File: src/rtl/id_operand_stage.sv
// ID operand stage: register-file addressing, WB/MEM bypass, load-use bubble
// insertion and the ID/EX pipeline register with a saturating stall counter.
module id_operand_stage #(
  parameter int unsigned CTRL_W = 16,
  parameter int unsigned CNT_W  = 16
) (
  input  logic              clk_i,
  input  logic              rst_ni,
  input  logic              id_valid_i,
  input  logic [31:0]       id_instr_i,
  input  logic [31:0]       id_pc4_i,
  input  logic [CTRL_W-1:0] id_ctrl_i,
  input  logic              id_use_rs_i,
  input  logic              id_use_rt_i,
  input  logic              id_reg_write_i,
  input  logic              id_mem_read_i,
  input  logic [4:0]        id_dest_i,
  output logic [4:0]        rr1_o,
  output logic [4:0]        rr2_o,
  input  logic [31:0]       rd1_i,
  input  logic [31:0]       rd2_i,
  input  logic              mem_wen_i,
  input  logic [4:0]        mem_wr_i,
  input  logic [31:0]       mem_data_i,
  input  logic              wb_wen_i,
  input  logic [4:0]        wb_wr_i,
  input  logic [31:0]       wb_data_i,
  input  logic              flush_i,
  input  logic              ex_hold_i,
  output logic              id_stall_o,
  output logic              ex_valid_o,
  output logic              ex_reg_write_o,
  output logic              ex_mem_read_o,
  output logic [CTRL_W-1:0] ex_ctrl_o,
  output logic [4:0]        ex_rs_o,
  output logic [4:0]        ex_rt_o,
  output logic [4:0]        ex_dest_o,
  output logic [31:0]       ex_op_a_o,
  output logic [31:0]       ex_op_b_o,
  output logic [31:0]       ex_imm_o,
  output logic [31:0]       ex_pc4_o,
  output logic              ex_fwd_a_o,
  output logic              ex_fwd_b_o,
  output logic [CNT_W-1:0]  stall_count_o
);

  typedef struct packed {
    logic              valid;
    logic              reg_write;
    logic              mem_read;
    logic [CTRL_W-1:0] ctrl;
    logic [4:0]        rs;
    logic [4:0]        rt;
    logic [4:0]        dest;
    logic [31:0]       op_a;
    logic [31:0]       op_b;
    logic [31:0]       imm;
    logic [31:0]       pc4;
    logic              fwd_a;
    logic              fwd_b;
  } idex_t;

  idex_t            ex_d, ex_q;
  logic [CNT_W-1:0] cnt_d, cnt_q;

  logic [4:0]  rs, rt;
  logic [31:0] op_a, op_b;
  logic        fwd_a, fwd_b, load_use;
  logic        unused_opcode;

  assign rs            = id_instr_i[25:21];
  assign rt            = id_instr_i[20:16];
  assign rr1_o         = rs;
  assign rr2_o         = rt;
  assign unused_opcode = ^id_instr_i[31:26];

  // MEM result is newer than the WB write, so it wins when both match
  assign op_a = (rs == 5'd0)                     ? 32'd0      :
                (mem_wen_i && (mem_wr_i == rs))  ? mem_data_i :
                (wb_wen_i  && (wb_wr_i  == rs))  ? wb_data_i  : rd1_i;
  assign op_b = (rt == 5'd0)                     ? 32'd0      :
                (mem_wen_i && (mem_wr_i == rt))  ? mem_data_i :
                (wb_wen_i  && (wb_wr_i  == rt))  ? wb_data_i  : rd2_i;

  assign fwd_a = ex_q.valid && ex_q.reg_write && !ex_q.mem_read &&
                 (ex_q.dest != 5'd0) && (ex_q.dest == rs) && id_use_rs_i;
  assign fwd_b = ex_q.valid && ex_q.reg_write && !ex_q.mem_read &&
                 (ex_q.dest != 5'd0) && (ex_q.dest == rt) && id_use_rt_i;

  assign load_use = id_valid_i && ex_q.valid && ex_q.mem_read && (ex_q.dest != 5'd0) &&
                    ((id_use_rs_i && (ex_q.dest == rs)) || (id_use_rt_i && (ex_q.dest == rt)));

  assign id_stall_o = !flush_i && (ex_hold_i || load_use);

  // Next-state for ID/EX: flush > hold > load-use bubble > capture
  always_comb begin
    ex_d  = ex_q;
    cnt_d = cnt_q;
    if (flush_i) begin
      ex_d = '0;
    end else if (ex_hold_i) begin
      ex_d = ex_q;
    end else if (load_use) begin
      ex_d = '0;
      if (cnt_q != '1) cnt_d = cnt_q + CNT_W'(1);
    end else begin
      ex_d.valid     = id_valid_i;
      ex_d.reg_write = id_valid_i && id_reg_write_i;
      ex_d.mem_read  = id_valid_i && id_mem_read_i;
      ex_d.ctrl      = id_ctrl_i;
      ex_d.rs        = rs;
      ex_d.rt        = rt;
      ex_d.dest      = id_dest_i;
      ex_d.op_a      = op_a;
      ex_d.op_b      = op_b;
      ex_d.imm       = {{16{id_instr_i[15]}}, id_instr_i[15:0]};
      ex_d.pc4       = id_pc4_i;
      ex_d.fwd_a     = fwd_a;
      ex_d.fwd_b     = fwd_b;
    end
  end

  always_ff @(posedge clk_i or negedge rst_ni) begin
    if (!rst_ni) begin
      ex_q  <= '0;
      cnt_q <= '0;
    end else begin
      ex_q  <= ex_d;
      cnt_q <= cnt_d;
    end
  end

  assign ex_valid_o     = ex_q.valid;
  assign ex_reg_write_o = ex_q.reg_write;
  assign ex_mem_read_o  = ex_q.mem_read;
  assign ex_ctrl_o      = ex_q.ctrl;
  assign ex_rs_o        = ex_q.rs;
  assign ex_rt_o        = ex_q.rt;
  assign ex_dest_o      = ex_q.dest;
  assign ex_op_a_o      = ex_q.op_a;
  assign ex_op_b_o      = ex_q.op_b;
  assign ex_imm_o       = ex_q.imm;
  assign ex_pc4_o       = ex_q.pc4;
  assign ex_fwd_a_o     = ex_q.fwd_a;
  assign ex_fwd_b_o     = ex_q.fwd_b;
  assign stall_count_o  = cnt_q;

endmodule

File: config.mk
export PLATFORM = sky130hd
export DESIGN_NAME = id_operand_stage
export DESIGN_NICKNAME = d
export VERILOG_FILES = /design/src/rtl/id_operand_stage.sv
export SDC_FILE = /design/constraint.sdc
export NUM_CORES = 1
export LEC_CHECK = 0
export CORE_AREA = 2 2 166 168
export CTS_CLUSTER_DIAMETER = 200
export CTS_CLUSTER_SIZE = 25
export DETAILED_ROUTE_END_ITERATION = 8
export DIE_AREA = 0 0 168 170
export GPL_ROUTABILITY_DRIVEN = 0
export PLACE_DENSITY_LB_ADDON = 0.12
export SLEW_MARGIN = 20
export SYNTH_ARGS = -nofsm -noshare
export SYNTH_HDL_FRONTEND = slang
export SYNTH_SLANG_ARGS = --single-unit
File: constraint.sdc
create_clock -name clk_i -period 6.25 [get_ports clk_i]
set_clock_uncertainty 0.1 [all_clocks]
set_input_delay 1.25 -clock clk_i [delete_from_list [all_inputs] [get_ports clk_i]]
set_output_delay 1.25 -clock clk_i [all_outputs]
set_load 0.02 [all_outputs]
==> impl_metrics.yaml, run 1 <==
cells_and_area:
  layout_common_cells: "clkdlybuf4s50_1 (417), dfrtp_1 (164), a22o_1 (144)"
  final_layout_size_suffix_gt1_frac: 0.05057
  seq_area_um2: 4104
  post-route-util: 0.4772
  fill_cells: 2512
  layout.cells.non_filler: 1491
  mostFrequentLayoutCell: "clkdlybuf4s50_1"
  multi_input_area_um2: 3276
  syn2layout_area_growth_pct: 63.21
  final_nets: 1370
  fin_area_um2: 12720
placement:
  placed_cells_incl_taps: 1457
  dp_hpwl_mm: 21.33
  place_area_um2: 12100
  pre_cts_ws_ns: 1.172
  numPortBuffers: 418
worst_setup_path:
  worstSetupPathType: "input port to primary output"
  r2r_cells: 8
  r2r_start: "ex_dest_o[1]"
  endpoint_kind: "primary output"
  critPathLaunchType: "input port"
  rr_endpoint: "ex_pc4_o[30]"
  cp_cell_sequence: "clkdlybuf4s50_1 > xor2_1 > nor4_1 > nand3_1 > a21oi_2 > buf_4 > nor2_1 > nor2_1 > clkdlybuf4s50_1"
  crit_slowest_cell: "clkdlybuf4s50_1"
  cpPeakStageDelay_ns: 0.61
  critPathMaxFanout: 12
  critPathArrivalTime_ns: 3.71
  critPathRequiredTime_ns: 4.90
  r2r_slack_ns: 3.65
sta:
  worst_pin_slew_ns: 0.9917
  finalWorstSetupSlack_ns: 1.195
  max_freq_mhz: 197.8
  holdWs_ns: 0.3931
  drv_slew: 0
  fin_crit_sh: 0.8089
  hold_violations: 0
  rsz0062_at_grt: "false"
  finalSetupViolCount: 0
  setup-tns-final_ns: 0
  max-slew-margin-rel: 0.3388
  period_minus_slack_ns: 5.055
global_routing:
  grt_max_degree: 89
  overflow: 0
  grtUsageTotal: 0.2070
  grt_pass1_wl_mm: 45.13
  first_global_vias: 7293
  grt_antenna_before_repair: 6
clock_network:
  clock_sinks: 164
  cts_resized: 0
  cts_max_level: 4
  cts_made_buffers: 17
  clk_latency_ns: 0.42
  cts_max_path_buffers: 2
  cts_root_buffer: "clkbuf_16"
  cts_tree: "done"
  cts_hold_buf: 0
  cts.reportedPaths.clkPinSlew_ns: 0.06
  cts_setup_buffers: 0
power:
  total_power_mw: 2.861
  p_comb_frac: 0.201
  pwr-share-seq: 0.403
  clkPwrFrac: 0.396
  p_leak_nw: 5.511
  p_sw_mw: 0.7969
  swShare: 0.2785
  power_density_nw_per_um2: 224.9
  power.internal_mw: 2.064
  peakVddDrop_mv: 0.1560
synthesis:
  syn_area_um2: 7792
  ys_seq_area_frac: 0.5267
  synthCells: 770
  synth_cell_type_count: 35
  synth_edf_count: 0
  ys.flop_type: "dfrtp_1"
  ys_ff_latch: 164
  syn_nets: 1005
  synth_warnings: 0
  postSynthAreaPerCell_um2: 10.12
  synthArstFlopShare: 1.000
die:
  die_area_um2: 28560
  die_x_um: 168
  die_height_um: 170
  core_um2: 26650
  ioPinCount: 425
  rows: 60
  start_util: 0.2924
drt:
  drtPass1Iterations: 5
  routed_wl_mm: 30.32
  ant_nets: 0
  vias: 7391
  remaining_drc_errors: 0
  viasPerCell: 4.957
  wire_per_inst_um: 20.33
  drtIter0Drc: 361
outcome:
  status: "finished clean"
hold_path:
  min_from: "ex_fwd_a_o"
  hold_end: "ex_fwd_a_o"
  hold_class: "flop to flop"
  hold_depth: 2
job:
  cap_viol_max_count: 0
==> state kept, by name (all words and copies together) (netlist names), 16 cells and up <==
signal         cells
ex_imm_o          16
ex_op_b_o         32
stall_count_o     16
ex_op_a_o         32
ex_ctrl_o         16
ex_pc4_o          32
==> cells by family (layout without fill, tap and decap cells) <==
| group | Yosys count | in the layout | share of synthesized area |
|---|---|---|---|
| simple gates | 258 | 258 | 0.1416 |
| compound gates | 216 | 216 | 0.2205 |
| fa+ha+maj | 1 | 1 | 0.001605 |
| buf+inv | 85 | 462 | 0.05764 |
| xor+xnor | 45 | 45 | 0.05058 |
| mux | 1 | 1 | 0.001445 |
| flops | 164 | 164 | 0.5267 |
| other cells | 0 | 3 | 0 |
==> power groups by stage <==
| stage | logic, mW | clock network (mW) | registers, mW |
|---|---|---|---|
| 2_1_floorplan | 0.157 | 0 | 1.24 |
| 3_3_place_gp | 0.581 | 0 | 1.17 |
| 3_5_place_dp | 0.581 | 0 | 1.17 |
| 4_1_cts | 0.583 | 1.16 | 1.15 |
| 5_1_grt | 0.614 | 1.20 | 1.16 |
| 6_report | 0.575 | 1.13 | 1.15 |
==> final cells by class <==
| type | count | area share |
|---|---|---|
| multi-input cells | 521 | 0.2576 |
| well taps | 341 | 0.03355 |
| diodes | 3 | 0.0005903 |
| clock inverters | 14 | 0.01476 |
| flip-flops and latches | 164 | 0.3227 |
| clock buffers | 17 | 0.03345 |
| repair buffers | 430 | 0.3371 |
| inverters | 1 | 0.0002951 |
==> routing by layer <==
metal | vias to the layer above | part of all wire | track usage
li1 | 3489 | - | -
met3 | 36 | 0.084 | 0.05953
met2 | 330 | 0.48 | 0.3484
met4 | 6 | 0.019 | 0.06503
met5 | - | 0.0013 | 0
met1 | 3530 | 0.42 | 0.2572
==> critical path, delay by kind of cell <==
family / cells / cell delay, ns
compound gates: 1 / 0.14
xor+xnor: 1 / 0.22
buf+inv: 3 / 1.43
simple gates: 4 / 0.64
==> synth_stat cells (all sizes together) (5+ instances only) <==
cell type / number / area share
xnor2: 16 / 0.018
a22o: 144 / 0.16
dfrtp: 164 / 0.53
nor2: 73 / 0.035
nand4: 5 / 0.0040
nand2: 140 / 0.068
xor2: 29 / 0.033
buf: 45 / 0.038
a31oi: 64 / 0.051
nor4: 11 / 0.0088
nand3: 14 / 0.0090
clkbuf: 39 / 0.019
==> worst max-delay path by stage <==
stage                   startpoint  slack, ns         end  cells past startpoint
detailed placement  id_instr_i[17]       1.17  id_stall_o                      9
floorplan           id_instr_i[24]       2.44  id_stall_o                      7
finish              id_instr_i[20]       1.19  id_stall_o                      9
global placement    id_instr_i[17]       1.20  id_stall_o                      9
CTS                 id_instr_i[17]       1.17  id_stall_o                      9
global route        id_instr_i[17]       0.92  id_stall_o                      9
(Power assumes the default switching activity.)
==> run 2, diff against run 1 <==
--- a/config.mk
+++ b/config.mk
@@ -5,11 +5,11 @@
 export SDC_FILE = /design/constraint.sdc
 export NUM_CORES = 1
 export LEC_CHECK = 0
-export CORE_AREA = 2 2 166 168
+export CORE_AREA = 2 2 167 169
 export CTS_CLUSTER_DIAMETER = 200
 export CTS_CLUSTER_SIZE = 25
 export DETAILED_ROUTE_END_ITERATION = 8
-export DIE_AREA = 0 0 168 170
+export DIE_AREA = 0 0 169 171
 export GPL_ROUTABILITY_DRIVEN = 0
 export PLACE_DENSITY_LB_ADDON = 0.12
 export SLEW_MARGIN = 20
==> constraint.sdc (replaced) <==
create_clock -name clk_i -period 5.1 [get_ports clk_i]
set_clock_uncertainty 0.1 [all_clocks]
set_input_delay 1.02 -clock clk_i [delete_from_list [all_inputs] [get_ports clk_i]]
set_output_delay 1.02 -clock clk_i [all_outputs]
set_load 0.02 [all_outputs]
==> run 2 against run 1 <==
Net effect: wire length shrank 4.9%; die area is 1.2% higher; worst hold slack got worse by 0.0084 ns; final cell count rose by 0.67%; clock power is 14% higher; cell area increased by 0.32%; combinational power grew 22%.
==> impl_metrics.yaml, run 2 (same netlist as run 1, synthesis figures left out) <==
outcome:
  status: "finished clean"
clock_network:
  cts_max_level: 4
  cts_setup_buffers: 0
  cts_tree: "done"
  cts_resized: 0
  clock_sinks: 164
  cts_made_buffers: 17
  cts.reportedPaths.clkPinSlew_ns: 0.06
  cts_max_path_buffers: 2
  cts_hold_buf: 0
  cts_root_buffer: "clkbuf_16"
  clk_latency_ns: 0.42
global_routing:
  overflow: 0
  grtUsageTotal: 0.1931
  first_global_vias: 7187
  grt_antenna_before_repair: 1
  grt_pass1_wl_mm: 42.89
  grt_max_degree: 97
job:
  cap_viol_max_count: 0
die:
  ioPinCount: 425
  die_x_um: 169
  die_height_um: 171
  start_util: 0.2852
  rows: 61
  die_area_um2: 28900
  core_um2: 27320
drt:
  wire_per_inst_um: 19.21
  viasPerCell: 4.918
  remaining_drc_errors: 0
  drtPass1Iterations: 5
  drtIter0Drc: 358
  ant_nets: 0
  routed_wl_mm: 28.84
  vias: 7382
placement:
  dp_hpwl_mm: 20.53
  place_area_um2: 12180
  placed_cells_incl_taps: 1469
  numPortBuffers: 418
  pre_cts_ws_ns: 0.7341
cells_and_area:
  layout.cells.non_filler: 1501
  mostFrequentLayoutCell: "clkdlybuf4s50_1"
  final_layout_size_suffix_gt1_frac: 0.05541
  n_antenna_cell: 0
  fin_area_um2: 12760
  final_nets: 1377
  seq_area_um2: 4104
  fill_cells: 2611
  multi_input_area_um2: 3269
  layout_common_cells: "clkdlybuf4s50_1 (417), dfrtp_1 (164), a22o_1 (144)"
  syn2layout_area_growth_pct: 63.73
power:
  total_power_mw: 3.407
  p_leak_nw: 5.527
  power_density_nw_per_um2: 267.0
  peakVddDrop_mv: 0.2407
worst_setup_path:
  critPathArrivalTime_ns: 3.25
  critPathLaunchType: "input port"
  critPathMaxFanout: 6
  worstSetupPathType: "input port to primary output"
  endpoint_kind: "primary output"
  r2r_slack_ns: 2.57
  critPathRequiredTime_ns: 3.98
sta:
  finalSetupViolCount: 0
  worst_pin_slew_ns: 1.058
  setup-tns-final_ns: 0
  max-slew-margin-rel: 0.2944
  drv_slew: 0
  finalWorstSetupSlack_ns: 0.7279
  fin_crit_sh: 0.8573
  rsz0062_at_grt: "false"
  max_freq_mhz: 228.7
  hold_violations: 0
  period_minus_slack_ns: 4.372
hold_path:
  hold_class: "flop to flop"
==> run 2: changes by cell type in the layout (fill, tap and decap cells not counted), sizes merged <==
cell      before  now
bufinv         3    1
buf           13   20
diode          3    0
clkinv         1    3
inv            9    6
clkinvlp       2    4
clkbuf        17   19
==> run 2: worst max-delay path, stage by stage <==
cell	delay, ns
clkdlybuf4s50_1	0.59
xor2_1	0.22
nor4_1	0.24
nand3_1	0.19
a21oi_2	0.22
nor2_1	0.07
nor2_1	0.08
clkdlybuf4s50_1	0.62
==> run 2: area by class of cell <==
class	count	share of cell area
sequential	164	0.3217
inverter	1	0.0002942
clock buffer	19	0.03472
timing repair buffer	437	0.3422
tap	346	0.03393
multi-input combinational	521	0.2563
clock inverter	13	0.01098
==> run 2: metrics by stage <==
stage	utilization	hold WS, ns
global route	0.4669	0.4163
global placement	0.4456	0.3648
detailed placement	0.4456	0.3819
floorplan	-	0.4891
finish	0.4669	0.3847
CTS	0.4669	0.3948
==> run 2: worst paths after layout <==
kind                       depth (start not counted)              to            from
max                                                8      id_stall_o  id_instr_i[25]
max in group asynchronous                          2   ex_op_b_o[11]          rst_ni
min reg2reg                                        2      ex_fwd_a_o      ex_fwd_a_o
max reg2reg                                        8  ex_reg_write_o    ex_dest_o[1]
min in group asynchronous                          1    ex_ctrl_o[9]          rst_ni
min                                                2      ex_fwd_a_o      ex_fwd_a_o
==> run 2: routing by layer <==
layer | global-route usage | part of all wire | wire length (um)
met1 | 0.2479 | 0.44 | 12580
met2 | 0.3163 | 0.47 | 13600
met3 | 0.04973 | 0.069 | 1999
met4 | 0.06800 | 0.022 | 640
met5 | 0 | 0.00042 | 12
==> run 2: power breakdown <==
| part | switching (mW) | leakage [nW] | total, mW | internal [mW] |
|---|---|---|---|---|
| combinational | 0.325 | 3.06 | 0.703 | 0.378 |
| clock | 0.590 | 0.272 | 1.29 | 0.701 |
| sequential | 0.0445 | 2.20 | 1.41 | 1.37 |
==> run 3, diff against run 2 <==
--- a/config.mk
+++ b/config.mk
@@ -5,11 +5,14 @@
 export SDC_FILE = /design/constraint.sdc
 export NUM_CORES = 1
 export LEC_CHECK = 0
-export CORE_AREA = 2 2 167 169
+export CELL_PAD_IN_SITES_DETAIL_PLACEMENT = 0
+export CELL_PAD_IN_SITES_GLOBAL_PLACEMENT = 1
+export CORE_ASPECT_RATIO = 1.25
+export CORE_MARGIN = 1
+export CORE_UTILIZATION = 28
 export CTS_CLUSTER_DIAMETER = 200
 export CTS_CLUSTER_SIZE = 25
 export DETAILED_ROUTE_END_ITERATION = 8
-export DIE_AREA = 0 0 169 171
 export GPL_ROUTABILITY_DRIVEN = 0
 export PLACE_DENSITY_LB_ADDON = 0.12
 export SLEW_MARGIN = 20
==> run 3 against run 2 <==
Net effect: register-to-register slack lost 0.02 ns; fmax decreased by 1.7%; setup slack got worse by 0.078 ns; final cell count grew 0.20%; non-clock buffer count down 2; global-route usage up 1.8 points; via count fell by 0.77%; sequential share of layout area about the same; wire length is 3.7% higher; worst hold slack worse by 0.0027 ns; clock power is essentially flat; core utilization increased by 0.39 points; largest cell class unchanged; highest routed layer is now met4.
==> impl_metrics.yaml, run 3 (same netlist as run 1, synthesis figures left out) <==
drt:
  routed_wl_mm: 29.91
  ant_nets: 0
  drtPass1Iterations: 4
  drtIter0Drc: 319
  viasPerCell: 4.870
  remaining_drc_errors: 0
  wire_per_inst_um: 19.88
  vias: 7325
placement:
  numPortBuffers: 418
  dp_hpwl_mm: 21.12
  place_area_um2: 12150
sta:
  max_freq_mhz: 224.7
  rsz0062_at_grt: "false"
  worst_pin_slew_ns: 0.9151
  setup-tns-final_ns: 0
  drv_slew: 0
  hold_violations: 0
  holdWs_ns: 0.3820
  period_minus_slack_ns: 4.450
  max-slew-margin-rel: 0.3885
  finalSetupViolCount: 0
  fin_crit_sh: 0.8725
worst_setup_path:
  critPathRequiredTime_ns: 3.98
  crit_slowest_cell: "clkdlybuf4s50_1"
  cpPeakStageDelay_ns: 0.62
  critPathMaxFanout: 6
  r2r_cells: 8
  r2r_start: "ex_dest_o[3]"
  worstSetupPathType: "input port to primary output"
  critPathLaunchType: "input port"
  critPathArrivalTime_ns: 3.33
  rr_endpoint: "ex_reg_write_o"
  cp_cell_sequence: "clkdlybuf4s50_1 > xor2_1 > nor4_1 > nand3_1 > a21oi_2 > nor2_1 > nor2_1 > clkdlybuf4s50_1"
  r2r_slack_ns: 2.55
  endpoint_kind: "primary output"
die:
  die_height_um: 188.5
  core_um2: 27080
  start_util: 0.2878
  die_area_um2: 28510
  rows: 67
  die_x_um: 151.2
  ioPinCount: 425
cells_and_area:
  fin_area_um2: 12750
  final_layout_size_suffix_gt1_frac: 0.05377
  final_nets: 1375
  mostFrequentLayoutCell: "clkdlybuf4s50_1"
  syn2layout_area_growth_pct: 63.60
  layout_common_cells: "clkdlybuf4s50_1 (417), dfrtp_1 (164), a22o_1 (144)"
clock_network:
  cts_resized: 0
  cts_max_path_buffers: 2
  cts_max_level: 4
  cts.reportedPaths.clkPinSlew_ns: 0.06
  cts_tree: "done"
  cts_made_buffers: 17
  clock_sinks: 164
  cts_hold_buf: 0
  cts_setup_buffers: 0
  cts_root_buffer: "clkbuf_16"
  clk_latency_ns: 0.43
global_routing:
  met1_usage: 0.2488
  use_met3: 0.06441
  grt_pass1_wl_mm: 44.79
  overflow: 0
  gr-max-usage-layer: "met2"
  grt_use_met2: 0.3544
  grt_antenna_before_repair: 6
  grt_max_degree: 149
  grtUsageTotal: 0.2114
  first_global_vias: 7458
power:
  peakVddDrop_mv: 0.1461
  p_leak_nw: 5.522
  power_density_nw_per_um2: 268.2
  total_power_mw: 3.419
hold_path:
  min_from: "ex_fwd_b_o"
  hold_depth: 2
  hold_class: "flop to flop"
  hold_end: "ex_fwd_b_o"
outcome:
  status: "finished clean"
job:
  cap_viol_max_count: 0
run 3: worst max-delay path by stage:
stage                   startpoint    endpoint  slack (ns)  cells past startpoint
floorplan           id_instr_i[24]  id_stall_o        1.75                      7
global placement    id_instr_i[17]  id_stall_o        0.67                      8
detailed placement  id_instr_i[25]  id_stall_o        0.63                      8
CTS                 id_instr_i[25]  id_stall_o        0.63                      8
global route        id_instr_i[17]  id_stall_o        0.41                      8
finish              id_instr_i[17]  id_stall_o        0.65                      8
run 3: final cells by class:
| type | instances | area, um^2 |
|---|---|---|
| fill | 2611 | 14330 |
| timing repair buffer | 435 | 4338 |
| sequential | 164 | 4104 |
| multi-input combinational | 521 | 3274 |
| tap | 345 | 431.7 |
| clock buffer | 18 | 429.2 |
| clock inverter | 14 | 152.6 |
| antenna | 6 | 15.01 |
| inverter | 1 | 3.754 |
run 3: layer usage:
metal / vias to the layer above / routed length, um
met2: 250 / 15170
met3: 25 / 2257
met4: 0 / 542
met5: - / 0
li1: 3499 / -
met1: 3551 / 11930
run 3: per-stage QoR:
| stage | utilization | worst slack [ns] | instances |
|---|---|---|---|
| floorplan | - | 1.749 | 770 |
| global placement | 0.4488 | 0.6675 | 1466 |
| detailed placement | 0.4488 | 0.6337 | 1466 |
| CTS | 0.4703 | 0.6253 | 1498 |
| global route | 0.4707 | 0.4139 | 1503 |
| finish | 0.4708 | 0.6504 | 1504 |
run 3: critical path, delay by kind of cell:
kind	cells	cell delay, ns
xor+xnor	1	0.21
simple gates	4	0.68
buf+inv	2	1.19
compound gates	1	0.21
run 3: where the power goes:
part / switching, mW / leakage [nW] / internal (mW) / total, mW
Combinational: 0.328 / 3.05 / 0.378 / 0.706
Sequential: 0.0435 / 2.20 / 1.37 / 1.41
Clock: 0.574 / 0.279 / 0.728 / 1.30
Total: 0.945 / 5.52 / 2.47 / 3.42
==> patch, RTL diff (settings of run 2) <==
The parameter `CNT_W` goes from 16 to 20.
--- a/src/rtl/id_operand_stage.sv
+++ b/src/rtl/id_operand_stage.sv
@@ -4,3 +4,3 @@
   parameter int unsigned CTRL_W = 16,
-  parameter int unsigned CNT_W  = 16
+  parameter int unsigned CNT_W  = 20
 ) (
Ports: changed (resized stall_count_o); port bits go from 425 to 429. The function was not compared with the original's and may differ.
==> patch against run 2 <==
Routed wire length increased by 24%. Total power grew 4.8%. Cell area increased by 12%. Hold slack lost 11 ps. Register-to-register slack worse by 200 ps. Clock power increased by 3%. Global-route usage rose by 4.7 points. Worst setup slack better by 9.1 ps. Synthesized area is 19% higher. Sequential share of layout area down 2.6 points. Sequential cell count grew 4. Count of clock-buffer cells in the layout is 1 lower. Critical endpoint unchanged. Largest cell class is now multi-input gates. Largest power group unchanged. Highest routed layer is now met4.
==> patch: results (changes against run 2) <==
[status]
outcome = finished clean

[grt]
track_usage_pct = 24.0  ; +4.7 points
use_met1_pct = 30.1  ; +5.3 points
grt_max_degree = 81  ; -16%
use_met2_pct = 40.1  ; +8.5 points
antenna_found_initial = 4  ; +3
first_global_vias = 8661  ; +21%
grt_first_pass_wirelength_um = 53200  ; +24%
grt.met3_usage_pct = 5.41  ; +0.44 points

[logic_synthesis]
netlist_instances = 901  ; +17%
synthTopCellsByArea = dfrtp_1, o31ai_1, a32o_1
seq_area_frac_synth_pct = 45.2  ; -7.4 points
synth_xor_area_share_pct = 4.52  ; -0.53 points
synth_cell_types = 44  ; +26%
synth_common_cells = dfrtp_1, o31ai_1, a32o_1
synth-compound-area-share_pct = 27.5  ; +5.4 points
synth_adder_area_share_pct = 0.135  ; -0.026 points
synthArstFlopShare_pct = 100  ; unchanged
muxShareOfSynthArea_pct = 0.283  ; +0.14 points
synth_nets = 1136  ; +13%

[pwr]
p_leak_uw = 0.00576  ; +4.1%
ir_worst_vdd_uv = 143  ; -41%

[cts]
cts_made_buffers = 17  ; unchanged
h-tree-depth = 4  ; unchanged
clock_latency_ps = 430
postCtsSetupBuffers = 0  ; unchanged
clockRootBuffer = clkbuf_16

[place]
post_dp_cell_area_um2 = 13600  ; +12%
io_buffers = 422  ; +0.96%
dp_hpwl_um = 24700  ; +20%
place_ws_ps = 730  ; -3.80 ps

[critical_path]
crit_start = id_instr_i[19]
r2r-start = ex_dest_o[4]
crit_fanout = 6  ; unchanged
r2r_cells = 7  ; -1
cpMaxStageDelayCell = clkdlybuf4s50_1
cp.arrival_ps = 3240  ; about the same

[detailed_routing]
wl_met3_um = 2410  ; +21%
wl_met2_um = 17700  ; +30%
dr.pass1.iters = 4  ; -1
drt_iter0_markers = 651  ; +82%
vias_per_cell = 5.58  ; +13%
wl_um = 35700  ; +24%
wirelength_met1_um = 14700  ; +17%
top_layer = met4

[worst_hold_path]
min_from = ex_op_b_o[11]
holdCritPathClass = reg2reg

[cells_and_area]
drive_gt1_share_pct = 7.55  ; +2.0 points
final_cells = 1608  ; +7.1%
num-nets-final = 1480  ; +7.5%

[sta]
maxSlewHeadroom_pct = 25.1  ; -4.4 points

-- patch: power breakdown --
group / switching, µW / internal [µW] / total [µW]
Combinational: 397 / 401 / 798
Sequential: 43.5 / 1400 / 1440
Clock: 630 / 698 / 1330
Total: 1070 / 2500 / 3570
-- patch: final cells by class --
cell class | instances | area, µm²
Tap cell | 346 | 433
Sequential cell | 168 | 4200
Fill cell | 2497 | 13100
Clock inverter | 14 | 153
Inverter | 5 | 18.8
Clock buffer | 18 | 429
Timing Repair Buffer | 451 | 4480
Antenna cell | 4 | 10.0
Multi-Input combinational cell | 602 | 4510
-- patch: path summary, 6_finish.rpt --
path / end / slack, ps
max in group asynchronous: ex_fwd_a_o / 3440
hold reg to reg: ex_op_b_o[11] / 370
min in group asynchronous: ex_ctrl_o[14] / 450
setup reg to reg: ex_op_b_o[13] / 2370
setup / recovery: id_stall_o / 740
hold / removal: ex_op_b_o[11] / 370
